## src/rtl/mini_core_pkg.sv

```systemverilog
// mini_core_pkg: shared core-to-memory request type and memory arbiter tag types
package mini_core_pkg;
  localparam int STARVE_CNT_W = 3;
  typedef struct packed {
    logic        rd_en;
    logic        wr_en;
    logic [31:0] addr;
    logic [31:0] wr_data;
    logic [3:0]  byte_en;
  } t_core2mem_req;
  typedef enum logic {OWN_FETCH, OWN_DATA} t_mem_owner;
  typedef struct packed {
    logic       valid;
    t_mem_owner owner;
  } t_mem_tag;
endpackage

```

## src/rtl/mini_core_mem_arb_tagq.sv

```systemverilog
// mini_core_mem_arb_tagq: DEPTH-stage read tag shift register with synchronous flush
module mini_core_mem_arb_tagq
  import mini_core_pkg::*;
#(
  parameter int DEPTH = 1
) (
  input  logic     clk,
  input  logic     rst,
  input  t_mem_tag push,
  output t_mem_tag pop
);
  t_mem_tag pipe_q [DEPTH];
  t_mem_tag pipe_d [DEPTH];
  // shift every cycle; the newest tag enters stage 0
  always_comb begin
    pipe_d[0] = push;
    for (int i = 1; i < DEPTH; i++) pipe_d[i] = pipe_q[i-1];
  end
  // flush drops every in-flight tag
  always_ff @(posedge clk) begin
    for (int i = 0; i < DEPTH; i++) pipe_q[i] <= rst ? '0 : pipe_d[i];
  end
  assign pop = pipe_q[DEPTH-1];
endmodule

```

## src/rtl/mini_core_mem_arb.sv

```systemverilog
// mini_core_mem_arb: fetch/data arbiter for the unified memory; MINI_CORE_MEM_ARB_RR_EN selects round-robin conflicts
module mini_core_mem_arb
  import mini_core_pkg::*;
#(
  parameter int RD_LAT     = 1,
  parameter int STARVE_MAX = 3
) (
  input  logic          Clock,
  input  logic          Rst,
  input  logic          FetchReq,
  input  logic [31:0]   FetchAddr,
  output logic          FetchGnt,
  output logic          FetchRspValid,
  output logic [31:0]   FetchRspData,
  input  t_core2mem_req DataReq,
  output logic          DataGnt,
  output logic          DataRspValid,
  output logic [31:0]   DataRspData,
  output logic          MemReqValid,
  output logic          MemReqWr,
  output logic [31:0]   MemReqAddr,
  output logic [31:0]   MemReqWrData,
  output logic [3:0]    MemReqByteEn,
  input  logic [31:0]   MemRdData
);
  logic     data_req;
  logic     conflict;
  logic     fetch_pick;
  t_mem_tag push_tag;
  t_mem_tag rsp_tag;
`ifdef MINI_CORE_MEM_ARB_RR_EN
  t_mem_owner last_winner_q, last_winner_d;
  assign fetch_pick = last_winner_q == OWN_DATA;
  // remember the conflict winner so the other side wins the next conflict
  always_comb last_winner_d = conflict && !Rst ? (FetchGnt ? OWN_FETCH : OWN_DATA) : last_winner_q;
  // round-robin state
  always_ff @(posedge Clock) begin
    if (Rst) last_winner_q <= OWN_FETCH;
    else last_winner_q <= last_winner_d;
  end
`else
  logic [STARVE_CNT_W-1:0] starve_cnt_q, starve_cnt_d;
  assign fetch_pick = starve_cnt_q == STARVE_CNT_W'(STARVE_MAX);
  // count consecutive lost conflicts, saturating; any fetch grant or idle fetch restarts it
  always_comb starve_cnt_d = (!FetchReq || FetchGnt) ? '0 :
                             (conflict && starve_cnt_q != '1) ? starve_cnt_q + 1'b1 : starve_cnt_q;
  // starvation counter
  always_ff @(posedge Clock) begin
    if (Rst) starve_cnt_q <= '0;
    else starve_cnt_q <= starve_cnt_d;
  end
`endif
  // grant one requester per cycle and drive the memory port from the winner
  always_comb begin
    data_req       = DataReq.rd_en | DataReq.wr_en;
    conflict       = FetchReq & data_req;
    FetchGnt       = !Rst & FetchReq & (!data_req | fetch_pick);
    DataGnt        = !Rst & data_req & !FetchGnt;
    MemReqValid    = FetchGnt | DataGnt;
    MemReqWr       = DataGnt & DataReq.wr_en;
    MemReqAddr     = FetchGnt ? FetchAddr : DataGnt ? DataReq.addr : '0;
    MemReqWrData   = MemReqWr ? DataReq.wr_data : '0;
    MemReqByteEn   = MemReqWr ? DataReq.byte_en : MemReqValid ? 4'hF : 4'h0;
    push_tag.valid = MemReqValid & !MemReqWr;
    push_tag.owner = FetchGnt ? OWN_FETCH : OWN_DATA;
  end
  mini_core_mem_arb_tagq #(.DEPTH(RD_LAT)) u_tagq (
    .clk  (Clock),
    .rst  (Rst),
    .push (push_tag),
    .pop  (rsp_tag)
  );
  // route returning read data to the owner recorded at issue
  always_comb begin
    FetchRspValid = !Rst & rsp_tag.valid & (rsp_tag.owner == OWN_FETCH);
    DataRspValid  = !Rst & rsp_tag.valid & (rsp_tag.owner == OWN_DATA);
    FetchRspData  = FetchRspValid ? MemRdData : '0;
    DataRspData   = DataRspValid ? MemRdData : '0;
  end
endmodule
```

## config.mk

```make
export PLATFORM = sky130hd
export DESIGN_NAME = mini_core_mem_arb
export DESIGN_NICKNAME = d
export VERILOG_FILES = /design/src/rtl/mini_core_pkg.sv /design/src/rtl/mini_core_mem_arb_tagq.sv /design/src/rtl/mini_core_mem_arb.sv
export SDC_FILE = /design/constraint.sdc
export NUM_CORES = 1
export LEC_CHECK = 0
export CORE_AREA = 2 2 107 109
export CTS_BUF_LIST = sky130_fd_sc_hd__clkbuf_2 sky130_fd_sc_hd__clkbuf_4 sky130_fd_sc_hd__clkbuf_8
export CTS_CLUSTER_DIAMETER = 80
export DETAILED_ROUTE_END_ITERATION = 7
export DIE_AREA = 0 0 109 111
export GPL_ROUTABILITY_DRIVEN = 0
export SLEW_MARGIN = 40
export SYNTH_ARGS = -nofsm -noshare
export SYNTH_HDL_FRONTEND = slang
export SYNTH_SLANG_ARGS = --single-unit
```

## constraint.sdc

```tcl
create_clock -name Clock -period 1.8 [get_ports Clock]
set_input_delay 0.36 -clock Clock [delete_from_list [all_inputs] [get_ports Clock]]
set_output_delay 0.36 -clock Clock [all_outputs]
set_load 0.02 [all_outputs]
```

Word-level counts from Yosys, hierarchy flattened
Memories as Yosys holds them, arrays and structs flattened.
Cells that the tools add are included.
{ "classes": {"multipliers": 0, "bitwise_logic": 14, "n_mux": 9, "div_mod_pow": 0, "n_eq_ne": 2, "add_sub_neg": 1, "n_lt_le_gt_ge": 0, "n_reduce_logical": 8, "shifts": 0} }
{ "ops": {"columns": ["operator", "n"], "rows": [
  ["32-bit two-way mux", 5],
  ["1-bit bitwise AND", 10],
  ["4-bit two-way mux", 2],
  ["1-bit zero test", 5],
  ["3-bit by 1-bit adder with 3-bit output, second input constant", 1],
  ["3-bit by 2-bit equality test with 1-bit output, second input constant", 1],
  ["3-bit inequality test, second input constant", 1],
  ["1-bit bitwise OR", 3],
  ["2-bit two-way mux", 1],
  ["2-bit OR reduction", 1],
  ["1-bit logical AND", 1],
  ["1-bit logical OR", 1],
  ["1-bit two-way mux", 1],
  ["1-bit inverter", 1]
]} }
{ "word_totals": {"romBits": 0, "elab_cells": 36, "mem_bits_rw": 2, "memories": 1, "register_bits": 3, "latchBits": 0, "input_bits": 137} }
{ "memory_table": {"columns": ["name", "words", "word_bits", "read_ports", "rd_clocked_by_memory_dff", "write_ports", "line_no", "text"], "rows": [
  ["u_tagq.pipe_q", 1, 2, 1, 0, 1, "mini_core_mem_arb_tagq.sv:12", "t_mem_tag pipe_q [DEPTH];"]
]} }

Logic depth before layout (Yosys ltp)
{ "logic_depth": {"depth_word": 10, "depth_mapped": 7} }

By module
Synthesis repeated with hierarchy kept, for this count alone.
{ "unflattened": {"cells_unflattened": 189, "area_unflattened_um2": 1356.3} }
{ "modules_own_cells": {"columns": ["module", "area_per_inst_um2", "cells_each", "instances"], "rows": [
  ["mini_core_mem_arb", 1303.8, 185, 1],
  ["mini_core_mem_arb_tagq", 52.6, 4, 1]
]} }

Worst setup path before layout
Ideal clock, no wire load.
{ "synth_timing": {"path_type": "register to output", "from": "register starve_cnt_q[0]", "to": "output MemReqByteEn[0]", "setup_slack_ns": -0.230, "path_stages_with_launch": 7, "path_buffers": 1, "arrival_time_ns": 1.670, "path_cell_list": "dfxtp_1 > ha_1 > ha_1 > a21oi_2 > and2_0 > clkbuf_1 > a21o_1"} }
{ "synth_rtl": {"columns": ["element", "line_no", "text"], "rows": [
  ["start: declaration", "mini_core_mem_arb.sv:42", "logic [STARVE_CNT_W-1:0] starve_cnt_q, starve_cnt_d;"],
  ["start signal: assignment", "mini_core_mem_arb.sv:50", "else starve_cnt_q <= starve_cnt_d;"],
  ["3-bit by 2-bit equality test with 1-bit output", "mini_core_mem_arb.sv:43", "assign fetch_pick = starve_cnt_q == STARVE_CNT_W'(STARVE_MAX);"],
  ["1-bit bitwise OR", "mini_core_mem_arb.sv:57", "FetchGnt = !Rst & FetchReq & (!data_req | fetch_pick);"],
  ["1-bit bitwise AND", "mini_core_mem_arb.sv:57", null],
  ["1-bit zero test", "mini_core_mem_arb.sv:58", "DataGnt = !Rst & data_req & !FetchGnt;"],
  ["1-bit bitwise AND", "mini_core_mem_arb.sv:58", null],
  ["1-bit bitwise AND", "mini_core_mem_arb.sv:60", "MemReqWr = DataGnt & DataReq.wr_en;"],
  ["net MemReqWr", "mini_core_mem_arb.sv:20", "output logic MemReqWr,"],
  ["4-bit two-way mux", "mini_core_mem_arb.sv:63", "MemReqByteEn = MemReqWr ? DataReq.byte_en : MemReqValid ? 4'hF : 4'h0;"],
  ["end: declaration", "mini_core_mem_arb.sv:23", "output logic [3:0] MemReqByteEn,"]
]} }
The timed path passes the listed nets, and every way through them passes these cells.

Final worst setup path
{ "layout_timing": {"from": "register starve_cnt_q[0]", "to": "output MemReqAddr[19]"} }
{ "layout_between": {"elab_chain_cells": 7} }
{ "layout_rtl": {"columns": ["element", "line_no", "text"], "rows": [
  ["3-bit by 2-bit equality test with 1-bit output *", "mini_core_mem_arb.sv:43", null],
  ["1-bit bitwise OR *", "mini_core_mem_arb.sv:57", null],
  ["1-bit bitwise AND *", "mini_core_mem_arb.sv:57", null],
  ["1-bit zero test", "mini_core_mem_arb.sv:58", null],
  ["1-bit bitwise AND", "mini_core_mem_arb.sv:58", null],
  ["32-bit two-way mux", "mini_core_mem_arb.sv:61", "MemReqAddr = FetchGnt ? FetchAddr : DataGnt ? DataReq.addr : '0;"],
  ["32-bit two-way mux *", "mini_core_mem_arb.sv:61", null],
  ["end: declaration", "mini_core_mem_arb.sv:21", "output logic [31:0] MemReqAddr,"]
]} }
Mark *: on every way between the ends. The rest lies on a longest branch, timed or not.

==> impl_metrics.json <==
{
  "fin_tns_setup_ps": -25300,
  "maxCapViolCount": 0,
  "coreArea_um2": 11080,
  "dr_wl_met3_um": 1286,
  "min_to": "starve_cnt_q[1]",
  "synthFlopType": "dfxtp_1",
  "grt_max_degree": 29,
  "regToRegSetupSlack_ps": 220,
  "setup_viol": 72,
  "grtUsageTotal_pct": 16.06,
  "violations": "setup timing",
  "grt_pass1_wl_um": 15280,
  "clock_latency_ps": 220,
  "fp-row-count": 39,
  "cts.path.max_buffers": 2,
  "ys_types": 26,
  "final.period_utilization_pct": 124.2,
  "slew_violations": 0,
  "rsz0062_at_grt": "yes",
  "hp-class": "reg -> reg",
  "fin_util_pct": 47.06,
  "nets": 627,
  "wl_per_cell_um": 17.18,
  "leakage_uw": 0.002484,
  "drive_above_1_share_pct": 54.73,
  "vias": 2655,
  "critPathCaptureType": "primary output",
  "top_layer_used": "met4",
  "tightest_slew_ps": 479.6,
  "dp.cells": 594,
  "vias_per_cell": 4.221,
  "synth_edf_count": 0,
  "final_cell_mix": "133 x clkdlybuf4s50_1, 90 x buf_6, 55 x and2_1, 54 x buf_2, 31 x and3_4",
  "avgSynthCellArea_um2": 7.245,
  "antenna_found_initial": 1,
  "die_area_um2": 12100,
  "fin_worst_skew_ps": 5.364,
  "wl_met1_um": 3558,
  "cts-buffers-inserted": 3,
  "status": "complete, but fails checks",
  "die_w_um": 109,
  "crit_type": "reg -> out",
  "routed_wl_um": 10810,
  "synthArstFlopShare_pct": 0,
  "io_buffers": 274,
  "syn_inst": 186,
  "yosysSeqAreaShare_pct": 7.428,
  "stdcell_count": 629,
  "syn-num-nets": 326,
  "initial_core_util_pct": 12.17,
  "cts_root_buf": "clkbuf_8",
  "antennaDiodeCount": 0,
  "dpl-instance-area_um2": 4563,
  "antenna_left": 0,
  "critical_path_arrival_ps": 1870,
  "p_per_area_nw_per_um2": 288.8,
  "worstHoldPathCells": 2,
  "synthesis.area_um2": 1348,
  "first_pass_iters": 3,
  "grt_overflow": 0,
  "post-dp-hpwl_um": 7663,
  "fin_area_um2": 5213,
  "cp_max_fo": 7,
  "cts_tree": "done",
  "post-route-drc-count": 0,
  "htree_levels": 1,
  "min_from": "starve_cnt_q[1]",
  "finalHoldViolCount": 0,
  "r2r-end": "starve_cnt_q[1]",
  "wl_met2_um": 5866,
  "fin_crit_ps": 2235,
  "syn_to_final_growth_pct": 286.8,
  "critPathLaunchType": "flop",
  "maxSlewHeadroom_pct": 67.78,
  "layout_setup_ws_ps": -434.8,
  "synth-seq-cells": 5,
  "die_h_um": 111,
  "required_ps": 1440,
  "r2r_cells": 6,
  "ir_worst_vdd_uv": 161.0,
  "max_freq_ghz": 0.4475,
  "pin_count": 275,
  "clock_sinks": 5,
  "cts.clk_slew.worst_paths_ps": 40,
  "r2r-start": "starve_cnt_q[0]",
  "first_global_vias": 2844,
  "yosysWarningCount": 0,
  "dr.first_iter.drc_count": 77,
  "final_common_cell": "clkdlybuf4s50_1"
}
worst max-delay path: stages, from the launching register on:
cell and delay, ps:
dfxtp_4 350, ha_4 170, ha_4 170, buf_4 140, o21a_4 270, clkbuf_16 190, a22o_4 250, buf_6 120
cells by family after synthesis:
family	synth area share, %
and+or+nand+nor	52.00
buffers and inverters	10.40
AOI/OAI and AO/OA	27.39
adders and majority gates	2.786
DFF	7.428
flip-flops by register name (all words and copies together) (netlist names):
| name | count |
|---|---|
| starve_cnt_q | 3 |
| u_tagq.pipe_q | 2 |
layout make-up:
| class | count | area [um2] |
|---|---|---|
| timing repair buffer | 318 | 3269 |
| fill | 1067 | 5864 |
| tap | 143 | 178.9 |
| sequential | 5 | 105.1 |
| multi-input combinational | 158 | 1607 |
| clock buffer | 4 | 48.80 |
| inverter | 1 | 3.754 |
layer usage:
metal | global-route usage, % | up-vias
li1 | - | 1269
met1 | 16.95 | 1214
met2 | 30.93 | 168
met3 | 4.762 | 4
met4 | 2.735 | 0
met5 | 0 | -
Yosys cell counts (2+ instances only):
cell type | count | area [um2]
a21oi_1 | 3 | 15.01
and2_1 | 64 | 400.4
a22o_1 | 32 | 280.3
or3_1 | 2 | 12.51
nor2_1 | 2 | 7.510
buf_4 | 2 | 15.01
clkbuf_1 | 13 | 48.80
ha_1 | 3 | 37.54
dfxtp_1 | 5 | 100.1
a21o_1 | 4 | 30.03
nor2b_1 | 2 | 12.51
and3_1 | 32 | 200.2
or3b_1 | 2 | 17.52
o21ai_0 | 3 | 15.01
buf_6 | 6 | 67.56
where the power goes:
part / internal, uW / leakage [uW] / total (uW) / switching (uW)
registers: 115 / 0.0000423 / 118 / 3.12
clock network: 167 / 0.0000262 / 222 / 54.7
logic: 717 / 0.00242 / 1170 / 449
total: 998 / 0.00248 / 1510 / 507
through the flow:
step / setup slack, ps / hold slack (ps) / power, uW
after floorplan: 4.142 / 432.4 / 507.2
after CTS: -457.1 / 454.5 / 1481
after global placement: -885.0 / 466.4 / 1091
final: -434.8 / 512.5 / 1505
after global routing: -495.2 / 533.9 / 1580
after detailed placement: -929.3 / 500.4 / 1097
worst max path at each step:
stage | end | startpoint | slack, ps | cells after the start
2_1_floorplan | MemReqAddr[22] | starve_cnt_q[1] | 4 | 7
3_3_place_gp | MemReqAddr[1] | FetchReq | -880 | 6
3_5_place_dp | MemReqAddr[1] | FetchReq | -930 | 6
4_1_cts | MemReqAddr[15] | starve_cnt_q[1] | -460 | 10
5_1_grt | MemReqAddr[31] | starve_cnt_q[0] | -500 | 9
6_report | MemReqAddr[19] | starve_cnt_q[0] | -430 | 7
timing repair:
| item | CTS | global route |
|---|---|---|
| hold buffers | 0 | 0 |
| cloned | 9 | 4 |
| pin swaps | 3 | 54 |
| buffers inserted | 19 | 5 |
| gates resized for setup | 749 | 52 |
| setup endpoints to repair | 138 | 80 |
Power figures use the tool's default switching activity.
